$ cat config.mk
export PLATFORM = sky130hd
export DESIGN_NAME = bcd_display_scanner
export DESIGN_NICKNAME = d
export VERILOG_FILES = /design/src/rtl/bcd_display_pkg.sv /design/src/rtl/bcd_to_7seg.sv /design/src/rtl/bcd_display_scanner.sv
export SDC_FILE = /design/constraint.sdc
export NUM_CORES = 1
export LEC_CHECK = 0
export CAP_MARGIN = 25
export CORE_ASPECT_RATIO = 1.4
export CORE_MARGIN = 4
export CORE_UTILIZATION = 63
export CTS_CLUSTER_DIAMETER = 100
export DETAILED_ROUTE_END_ITERATION = 8
export DONT_BUFFER_PORTS = 1
export PLACE_DENSITY = 0.91
export SYNTH_ARGS = -nofsm -noshare
export SYNTH_HDL_FRONTEND = slang
export SYNTH_SLANG_ARGS = --single-unit
$ cat constraint.sdc
create_clock -name clk -period 3.1 [get_ports clk]
set_input_delay 0.155 -clock clk [delete_from_list [all_inputs] [get_ports clk]]
set_output_delay 0.155 -clock clk [all_outputs]
set_load 0.1 [all_outputs]
$ cat src/rtl/bcd_display_pkg.sv
// Shared constants and types for the multiplexed BCD display blocks.
package bcd_display_pkg;

  localparam int unsigned NUM_DIGITS = 6;

  // Active-low segment patterns, bit order {g,f,e,d,c,b,a}
  localparam logic [6:0] SEG_0    = 7'b1000000;
  localparam logic [6:0] SEG_1    = 7'b1111001;
  localparam logic [6:0] SEG_2    = 7'b0100100;
  localparam logic [6:0] SEG_3    = 7'b0110000;
  localparam logic [6:0] SEG_4    = 7'b0011001;
  localparam logic [6:0] SEG_5    = 7'b0010010;
  localparam logic [6:0] SEG_6    = 7'b0000010;
  localparam logic [6:0] SEG_7    = 7'b1111000;
  localparam logic [6:0] SEG_8    = 7'b0000000;
  localparam logic [6:0] SEG_9    = 7'b0010000;
  localparam logic [6:0] SEG_DASH = 7'b0111111;
  localparam logic [6:0] SEG_OFF  = 7'b1111111;

  typedef logic [3:0] bcd_t;

  typedef enum logic [2:0] {
    SLOT_SEC_ONES  = 3'd0,
    SLOT_SEC_TENS  = 3'd1,
    SLOT_MIN_ONES  = 3'd2,
    SLOT_MIN_TENS  = 3'd3,
    SLOT_HOUR_ONES = 3'd4,
    SLOT_HOUR_TENS = 3'd5
  } slot_t;

  function automatic slot_t next_slot(input slot_t s);
    slot_t n;
    case (s)
      SLOT_SEC_ONES:  n = SLOT_SEC_TENS;
      SLOT_SEC_TENS:  n = SLOT_MIN_ONES;
      SLOT_MIN_ONES:  n = SLOT_MIN_TENS;
      SLOT_MIN_TENS:  n = SLOT_HOUR_ONES;
      SLOT_HOUR_ONES: n = SLOT_HOUR_TENS;
      default:        n = SLOT_SEC_ONES;
    endcase
    return n;
  endfunction

  // Active-low anode enable for a single slot
  function automatic logic [NUM_DIGITS-1:0] slot_anode(input slot_t s);
    logic [NUM_DIGITS-1:0] a;
    case (s)
      SLOT_SEC_ONES:  a = 6'b111110;
      SLOT_SEC_TENS:  a = 6'b111101;
      SLOT_MIN_ONES:  a = 6'b111011;
      SLOT_MIN_TENS:  a = 6'b110111;
      SLOT_HOUR_ONES: a = 6'b101111;
      SLOT_HOUR_TENS: a = 6'b011111;
      default:        a = '1;
    endcase
    return a;
  endfunction

endpackage

$ cat src/rtl/bcd_to_7seg.sv
// BCD digit to active-low 7-segment decoder; values 10-15 render as a dash.
module bcd_to_7seg
  import bcd_display_pkg::*;
(
  input  logic [3:0] bcd,
  output logic [6:0] seg
);

  always_comb begin
    seg = SEG_DASH;
    case (bcd)
      4'd0:    seg = SEG_0;
      4'd1:    seg = SEG_1;
      4'd2:    seg = SEG_2;
      4'd3:    seg = SEG_3;
      4'd4:    seg = SEG_4;
      4'd5:    seg = SEG_5;
      4'd6:    seg = SEG_6;
      4'd7:    seg = SEG_7;
      4'd8:    seg = SEG_8;
      4'd9:    seg = SEG_9;
      default: seg = SEG_DASH;
    endcase
  end

endmodule

$ cat src/rtl/bcd_display_scanner.sv
// Six-digit multiplexed HH:MM:SS display scanner with per-frame input snapshot.
// Optional colon blink on the decimal points: define DISPLAY_COLON_BLINK_EN.
module bcd_display_scanner
  import bcd_display_pkg::*;
#(
  parameter int unsigned SCAN_DIV     = 50000,
  parameter int unsigned BLANK_CYCLES = 100
) (
  input  logic       clk,
  input  logic       reset,
  input  logic [3:0] sec_ones,
  input  logic [3:0] sec_tens,
  input  logic [3:0] min_ones,
  input  logic [3:0] min_tens,
  input  logic [3:0] hour_ones,
  input  logic [3:0] hour_tens,
  output logic [5:0] an,
  output logic [6:0] seg,
  output logic       dp,
  output logic       frame_done
);

  localparam logic [31:0] PRE_LAST  = 32'(SCAN_DIV - 1);
  localparam logic [31:0] PRE_BLANK = 32'(BLANK_CYCLES);

  logic [31:0] prescaler;
  slot_t       slot;

  bcd_t snap_sec_ones, snap_sec_tens, snap_min_ones;
  bcd_t snap_min_tens, snap_hour_ones, snap_hour_tens;

  logic       capture;
  logic       wrap;
  logic       blanked;
  bcd_t       eff_sec_ones, eff_sec_tens, eff_min_ones;
  bcd_t       eff_min_tens, eff_hour_ones, eff_hour_tens;
  bcd_t       cur_digit;
  logic [6:0] cur_seg;
  logic [5:0] an_next;

  always_comb begin
    capture = (prescaler == '0) && (slot == SLOT_SEC_ONES);
    wrap    = (prescaler == PRE_LAST);
    blanked = (prescaler < PRE_BLANK);
  end

  // In the capture cycle the register still holds the previous frame, so the
  // outputs are fed from the live inputs to keep slot 0 consistent with its frame.
  always_comb begin
    if (capture) begin
      eff_sec_ones  = sec_ones;
      eff_sec_tens  = sec_tens;
      eff_min_ones  = min_ones;
      eff_min_tens  = min_tens;
      eff_hour_ones = hour_ones;
      eff_hour_tens = hour_tens;
    end else begin
      eff_sec_ones  = snap_sec_ones;
      eff_sec_tens  = snap_sec_tens;
      eff_min_ones  = snap_min_ones;
      eff_min_tens  = snap_min_tens;
      eff_hour_ones = snap_hour_ones;
      eff_hour_tens = snap_hour_tens;
    end
  end

  always_comb begin
    cur_digit = eff_sec_ones;
    case (slot)
      SLOT_SEC_ONES:  cur_digit = eff_sec_ones;
      SLOT_SEC_TENS:  cur_digit = eff_sec_tens;
      SLOT_MIN_ONES:  cur_digit = eff_min_ones;
      SLOT_MIN_TENS:  cur_digit = eff_min_tens;
      SLOT_HOUR_ONES: cur_digit = eff_hour_ones;
      SLOT_HOUR_TENS: cur_digit = eff_hour_tens;
      default:        cur_digit = eff_sec_ones;
    endcase
  end

  bcd_to_7seg u_decoder (
    .bcd (cur_digit),
    .seg (cur_seg)
  );

  // Leading zero on the hour tens digit stays dark for the whole slot
  always_comb begin
    an_next = '1;
    if (!blanked && !((slot == SLOT_HOUR_TENS) && (eff_hour_tens == 4'd0)))
      an_next = slot_anode(slot);
  end

  always_ff @(posedge clk or posedge reset) begin
    if (reset) begin
      prescaler      <= '0;
      slot           <= SLOT_SEC_ONES;
      snap_sec_ones  <= '0;
      snap_sec_tens  <= '0;
      snap_min_ones  <= '0;
      snap_min_tens  <= '0;
      snap_hour_ones <= '0;
      snap_hour_tens <= '0;
      an             <= '1;
      seg            <= SEG_OFF;
      frame_done     <= 1'b0;
    end else begin
      if (wrap) begin
        prescaler <= '0;
        slot      <= next_slot(slot);
      end else begin
        prescaler <= prescaler + 32'd1;
      end
      if (capture) begin
        snap_sec_ones  <= sec_ones;
        snap_sec_tens  <= sec_tens;
        snap_min_ones  <= min_ones;
        snap_min_tens  <= min_tens;
        snap_hour_ones <= hour_ones;
        snap_hour_tens <= hour_tens;
      end
      an         <= an_next;
      seg        <= cur_seg;
      frame_done <= wrap && (slot == SLOT_HOUR_TENS);
    end
  end

`ifdef DISPLAY_COLON_BLINK_EN
  logic dp_next;

  always_comb begin
    dp_next = 1'b1;
    if (!blanked && !eff_sec_ones[0] &&
        ((slot == SLOT_MIN_ONES) || (slot == SLOT_HOUR_ONES)))
      dp_next = 1'b0;
  end

  always_ff @(posedge clk or posedge reset) begin
    if (reset) dp <= 1'b1;
    else       dp <= dp_next;
  end
`else
  assign dp = 1'b1;
`endif

endmodule

==> results.ini, run 1 <==
[detailed_routing]
routedWlPerCell_um=18.7
postRouteWirelength_um=7780
ant_nets=0
drcViolationCount=0
drtIter0Drc=210
viasPerCell=6.18
first_pass_iters=5
num_vias=2570

[power_and_ir_drop]
ir_drop_v=0.000300
power.switching_uw=469
intPower_uw=1390
p_clk_frac=0.376
pwr-share-comb=0.057
switching_share=0.252
p_leak_uw=0.00176
power_density_nw_per_um2=448
p_seq_frac=0.567

[place]
port_buffers=0
dp_slack_ns=0.656
place_hpwl_um=5360
place_congestion=0.849

[synth]
yosysUniqueCellTypes=60
synth_nets=351
yosysSeqAreaShare=0.502
synthSimpleGateAreaFrac=0.195
synth_edf_count=0
yosys_most_used_dff=dfrtp_1
ys_async_sr_fraction=1.00
netlist_area_um2=3670
avgSynthCellArea_um2=11.6
ys_ff_latch=73
synth-adder-area-share=0.0272
synth_top_family_by_area=simple AND/OR/NAND/NOR gates
synth_xor_area_frac=0.0715
synth_compound_area_frac=0.0936
synthCells=317
yosysWarnings=0
synth.mux.area_fraction=0.0810

[clock_tree]
clk_pin_slew_worst_paths_ns=0.08
cts-root-buf=clkbuf_8
ctsLongestPathBuffers=2
ctsHtreeMaxLevel=3
cts_tree=yes
cts_sinks=73
clock_latency_ns=0.35
numCtsBuffers=9
post_cts_resized=0

[timing]
skew_ns=0.0171
fmax_mhz=393
setup_tns_ns=0
fin_ws_ns=0.556
relSlewSlack=0.410
tightest_slew_ns=0.885
hold_viol=0
maxSlewViolCount=0
rsz0062_at_grt=false
setup_viol=0
finalCriticalPeriod_ns=2.54
fin_crit_sh=0.821

[worst_setup_path]
cp_max_fo=18
rr_worst_depth=7
worstPathArrival_ns=2.82
start_kind=flop
end_kind=flop
criticalPathCategory=reg -> reg
critPathRequiredTime_ns=3.37

[flow_run]
maxCapViolations=0

[global_route]
grt_pass1_vias=2707
antenna_found_initial=0
grt_max_degree=74
grt_pass1_wl_um=13200
grt_usage=0.239
globalRouteOverflowTotal=0

[layout]
n_antenna_cell=0
syn2layout_area_growth_pct=12.9
nFillCells=334
layout.nets=377
drive_gt1_frac=0.224
final_core_util=0.740

[die]
start_util=0.656
ios=41
core_area_um2=5610
die_area_um2=7140
die_h_um=98.4
die_w_um=72.5
rows=32

[min_path]
hold_depth=3
hp-class=in -> reg

[outcome]
status=complete, no violations

layout make-up:
type,instances,area (µm²),share of cell area
tap,68,85.1,0.0205
sequential,73,1840,0.444
multi-input combinational,222,1730,0.416
inverter,8,30.0,0.00724
clock inverter,2,12.5,0.00302
clock buffer,14,173,0.0416
timing repair buffer,29,280,0.0676
final timing paths:
kind / start / endpoint / slack (ns)
min in group asynchronous: reset / snap_min_ones[1]$_DFF_PP0_ / 0.52
max reg2reg: slot[1]$_DFFE_PP0N_ / seg[3]$_DFF_PP1_ / 0.56
min: hour_tens[3] / an[5]$_DFF_PP1_ / 0.08
max in group asynchronous: reset / prescaler[23]$_DFF_PP0_ / 2.00
min reg2reg: prescaler[0]$_DFF_PP0_ / prescaler[0]$_DFF_PP0_ / 0.51
max: slot[1]$_DFFE_PP0N_ / seg[3]$_DFF_PP1_ / 0.56
cells in the mapped netlist, types with 7 or more instances:
| master | count | area (µm²) |
|---|---|---|
| and3_1 | 9 | 56.3 |
| dfrtp_1 | 60 | 1500 |
| dfstp_2 | 13 | 342 |
| ha_1 | 8 | 100 |
| inv_1 | 7 | 26.3 |
| mux2_2 | 22 | 248 |
| nand2_1 | 24 | 90.1 |
| nand3_1 | 16 | 80.1 |
| nand4_1 | 12 | 75.1 |
| nor2_1 | 15 | 56.3 |
| xnor2_1 | 21 | 184 |
| xor2_1 | 9 | 78.8 |
cell families (layout without fill, tap and decap cells):
logic type,after synthesis,in the layout
AND/OR/NAND/NOR,115,115
flip-flops,73,73
AO/OA/AOI/OAI,41,41
XOR/XNOR,30,30
multiplexers,27,27
buffers and inverters,22,53
adder cells (fa/ha/maj),8,8
other,1,1
cells in the final DEF (no fill, tap or decap), types with 5 or more instances in the layout:
master         instances
mux2_2                22
dfrtp_1               60
nor2_1                15
nand4_1               12
dlygate4sd3_1         25
ha_1                   8
nand3_1               16
and3_1                 9
o21ai_0                5
xor2_1                 9
nand2_1               24
nor2b_1                5
a21oi_1                6
xnor2_1               21
inv_1                  6
clkbuf_8              12
mux2i_1                5
dfstp_2               13
nor3_1                 6
power by group through the flow:
stage          Combinational [µW]  Sequential, µW  Clock, µW
2_1_floorplan                67.0            1070          0
4_1_cts                       107            1050        704
6_report                      106            1050        699
5_1_grt                       117            1060        748
3_3_place_gp                 75.6            1070          0
3_5_place_dp                 80.4            1070          0
sequential cells by signal, summed over array words and instances, names as in the netlist, 4 cells and up:
register	flops
snap_sec_tens	4
snap_hour_ones	4
snap_min_tens	4
seg	7
snap_hour_tens	4
an	6
prescaler	32
snap_sec_ones	4
snap_min_ones	4
metrics by stage:
stage | hold WS, ns | power, µW | cell area (µm²) | std cells
6_report | 0.0781 | 1860 | 4150 | 416
3_5_place_dp | 0.309 | 1150 | 3710 | 375
5_1_grt | 0.0735 | 1920 | 4150 | 416
4_1_cts | 0.0598 | 1870 | 4150 | 416
2_1_floorplan | 0.272 | 1130 | 3670 | 317
3_3_place_gp | 0.280 | 1150 | 3710 | 375
timing repair:
item	CTS	global route
setup buffers	0	0
hold buffers	25	0
endpoints found under the hold margin	84	0
endpoints found under the setup margin	0	0
critical path, cell delays in order, from the launching register on:
cell and delay (ns):
dfrtp_1 0.59, nor3_2 0.32, nand3_1 0.29, o31ai_1 0.37, a31o_2 0.28, ha_1 0.26, and3_1 0.16, a211oi_2 0.19
metal layers:
metal | track usage | routed length (µm) | up-vias
met5 | 0 | 0 | -
met4 | 0.111 | 148 | 0
met1 | 0.276 | 3000 | 1276
met2 | 0.412 | 4270 | 86
met3 | 0.0536 | 362 | 14
li1 | - | - | 1194
No activity file was read; power rests on OpenSTA's default activity.
==> inputs of run 2 (changes only) <==
--- a/config.mk
+++ b/config.mk
@@ -5,14 +5,15 @@
 export SDC_FILE = /design/constraint.sdc
 export NUM_CORES = 1
 export LEC_CHECK = 0
+export ABC_AREA = 1
 export CAP_MARGIN = 25
 export CORE_ASPECT_RATIO = 1.4
 export CORE_MARGIN = 4
-export CORE_UTILIZATION = 63
+export CORE_UTILIZATION = 64
 export CTS_CLUSTER_DIAMETER = 100
 export DETAILED_ROUTE_END_ITERATION = 8
 export DONT_BUFFER_PORTS = 1
-export PLACE_DENSITY = 0.91
+export PLACE_DENSITY = 0.92
 export SYNTH_ARGS = -nofsm -noshare
 export SYNTH_HDL_FRONTEND = slang
 export SYNTH_SLANG_ARGS = --single-unit
==> constraint.sdc (replaced) <==
create_clock -name clk -period 2.7 [get_ports clk]
set_input_delay 0.135 -clock clk [delete_from_list [all_inputs] [get_ports clk]]
set_output_delay 0.135 -clock clk [all_outputs]
set_load 0.1 [all_outputs]
==> run 2 against run 1 <==
Against the previous run:
- clock skew is 0.0050 ns lower
- sequential share of layout area is 4.4 points lower
- flip-flop and latch count stayed put
- total power is 18% higher
- sequential power is 14% higher
- highest routed layer unchanged
==> results.ini, run 2 <==
[outcome]
status=complete, no violations

[layout]
final_cell_mix=90 x nand2_1, 85 x inv_1, 60 x dfrtp_1, 46 x nand3_1, 41 x nor2_1
multi_input_area_um2=1910
seq_area_um2=1840
final_common_cell=nand2_1
layout.nets=564
largest_reg_flops=32
syn2layout_area_growth_pct=10.1
reg_top3=prescaler: 32 flops, seg: 7 flops, an: 6 flops
design_area_um2=4610
nFillCells=417
n_antenna_cell=0
drive_gt1_frac=0.176
top_register=prescaler

[die]
ios=41
rows=34
die_area_um2=7910
die_h_um=104
die_w_um=76.3
start_util=0.664
core_area_um2=6300

[global_route]
globalRouteOverflowTotal=0
antenna_found_initial=0
grt_pass1_vias=3478
grt_pass1_wl_um=16100
grt_usage=0.253
grt_max_degree=74

[synth]
post-synth-top-count-cell=nand2_1
netlist_area_um2=4180
synth_area_leaders=dfrtp_1 36%, dfstp_2 8.2%, nand2_1 8.1%, inv_1 7.7%, nand3_1 5.6%
synthSimpleGateAreaFrac=0.342
avgSynthCellArea_um2=8.26
synth_xor_area_frac=0.0440
synth_compound_area_frac=0.0380
yosys_most_used_dff=dfrtp_1
synth-adder-area-share=0.0239
synth_common_cells=90 x nand2_1, 86 x inv_1, 60 x dfrtp_1, 47 x nand3_1, 41 x nor2_1
synthCells=506
yosysWarnings=0
yosysSeqAreaShare=0.441
ys_async_sr_fraction=1.00
synth_top_area_frac=0.359
synth_nets=540
synth_edf_count=0
yosysUniqueCellTypes=42
synth_top_family_by_area=simple AND/OR/NAND/NOR gates
synth.mux.area_fraction=0
ys_ff_latch=73
synth_top_area_cell=dfrtp_1

[worst_setup_path]
cp_max_fo=15
start_kind=flop
end_kind=flop
worstPathArrival_ns=2.81
criticalPathCategory=reg -> reg
critPathRequiredTime_ns=3.01
reg2reg_to=seg[3]$_DFF_PP1_
r2r_slack_ns=0.19
rr_worst_depth=17
r2r_start=prescaler[1]$_DFF_PP0_

[min_path]
worstHoldStart=min_tens[2]
holdPathEnd=snap_min_tens[2]$_DFF_PP0_
hold_depth=2
hp-class=in -> reg

[timing]
relSlewSlack=0.398
fmax_mhz=399
tightest_slew_ns=0.904
maxSlewViolCount=0
setup_viol=0
fin_crit_sh=0.928
holdWs_ns=0.0201
hold_viol=0
finalCriticalPeriod_ns=2.51
skew_ns=0.0122

[power_and_ir_drop]
power_density_nw_per_um2=475
ir_drop_v=0.000471
p_leak_uw=0.00234

[place]
place_hpwl_um=6420
place_congestion=0.954
port_buffers=0
place_area_um2=4230

[clock_tree]
cts_sinks=73
clock_latency_ns=0.36
ctsHtreeMaxLevel=3
cts_tree=yes
ctsLongestPathBuffers=2
clk_pin_slew_worst_paths_ns=0.08
numCtsBuffers=9
cts-root-buf=clkbuf_8

[detailed_routing]
ant_nets=0
routedWlPerCell_um=16.1
drcViolationCount=0
drtIter0Drc=265
num_vias=3498
viasPerCell=5.76
postRouteWirelength_um=9790
first_pass_iters=5

[flow_run]
maxCapViolations=0

-- run 2: cell types whose count changed after synthesis, moves of 16 or more --
| cell | delta |
|---|---|
| nand3_1 | +31 |
| nor2_1 | +26 |
| inv_1 | +79 |
| xnor2_1 | -18 |
| nand2_2 | +16 |
| nand2_1 | +66 |
| mux2_2 | -22 |
-- run 2: metrics by stage --
stage,utilization,setup WS [ns],TNS [ns],power (µW),cells
6_report,0.732,0.194,0,2190,607
5_1_grt,0.732,-0.0150,-0.0150,2270,607
4_1_cts,0.716,0.169,0,2190,601
3_5_place_dp,0.672,0.192,0,1340,577
3_3_place_gp,0.672,0.312,0,1330,577
2_1_floorplan,-,0.455,0,1310,506
-- run 2: area by class of cell --
class | count | share of cell area
sequential | 73 | 0.400
timing repair buffer | 20 | 0.0432
tap | 72 | 0.0196
multi-input combinational | 328 | 0.414
clock buffer | 10 | 0.0277
clock inverter | 6 | 0.0147
inverter | 98 | 0.0810
-- run 2: what timing repair did --
action	CTS	global route
hold buffers	8	0
endpoints found under the hold margin	67	0
endpoints found under the setup margin	0	5
buffers inserted	0	5
resized for setup	0	7
-- run 2: cell families after synthesis --
| family | count (synthesis) |
|---|---|
| flops | 73 |
| other cells | 1 |
| fa+ha+maj | 8 |
| buf+inv | 106 |
| compound gates | 23 |
| xor+xnor | 21 |
| simple gates | 274 |
-- run 2: per-layer routing --
layer  track usage  vias to the layer above  routed length (µm)  share of wire
met2         0.463                      173                5330           0.54
met5             0                        -                   0              0
met3        0.0460                       37                 607          0.062
met4         0.135                        0                 372          0.038
met1         0.272                     1651                3480           0.36
li1              -                     1637                   -              -
-- run 2: worst max-delay path by stage --
stage / endpoint / cells after the start / slack [ns] / start
detailed placement: seg[3]$_DFF_PP1_ / 18 / 0.19 / prescaler[0]$_DFF_PP0_
finish: seg[3]$_DFF_PP1_ / 17 / 0.19 / prescaler[1]$_DFF_PP0_
CTS: seg[3]$_DFF_PP1_ / 17 / 0.17 / slot[1]$_DFFE_PP0N_
global placement: seg[5]$_DFF_PP1_ / 16 / 0.31 / prescaler[13]$_DFF_PP0_
global route: seg[3]$_DFF_PP1_ / 17 / -0.02 / prescaler[0]$_DFF_PP0_
floorplan: seg[3]$_DFF_PP1_ / 19 / 0.45 / prescaler[0]$_DFF_PP0_
-- run 2: power by group --
group / internal (µW) / leakage (µW) / switching (µW)
combinational: 43.0 / 0.00134 / 79.8
sequential: 1130 / 0.000905 / 75.8
clock: 430 / 0.0000929 / 429
-- run 2: worst max-delay path: stages, from the launching register on --
cell and delay, ns:
dfrtp_1 0.43, inv_1 0.08, ha_1 0.17, nand2_2 0.07, nor2_4 0.12, nand2_4 0.07
nor2_8 0.20, buf_12 0.17, nand3_1 0.10, nand3_1 0.10, nand2_1 0.08, nor2_1 0.12
nand3_1 0.10, nand2_2 0.12, ha_1 0.25, nand3_1 0.12, nand3_1 0.10, nand2_2 0.06
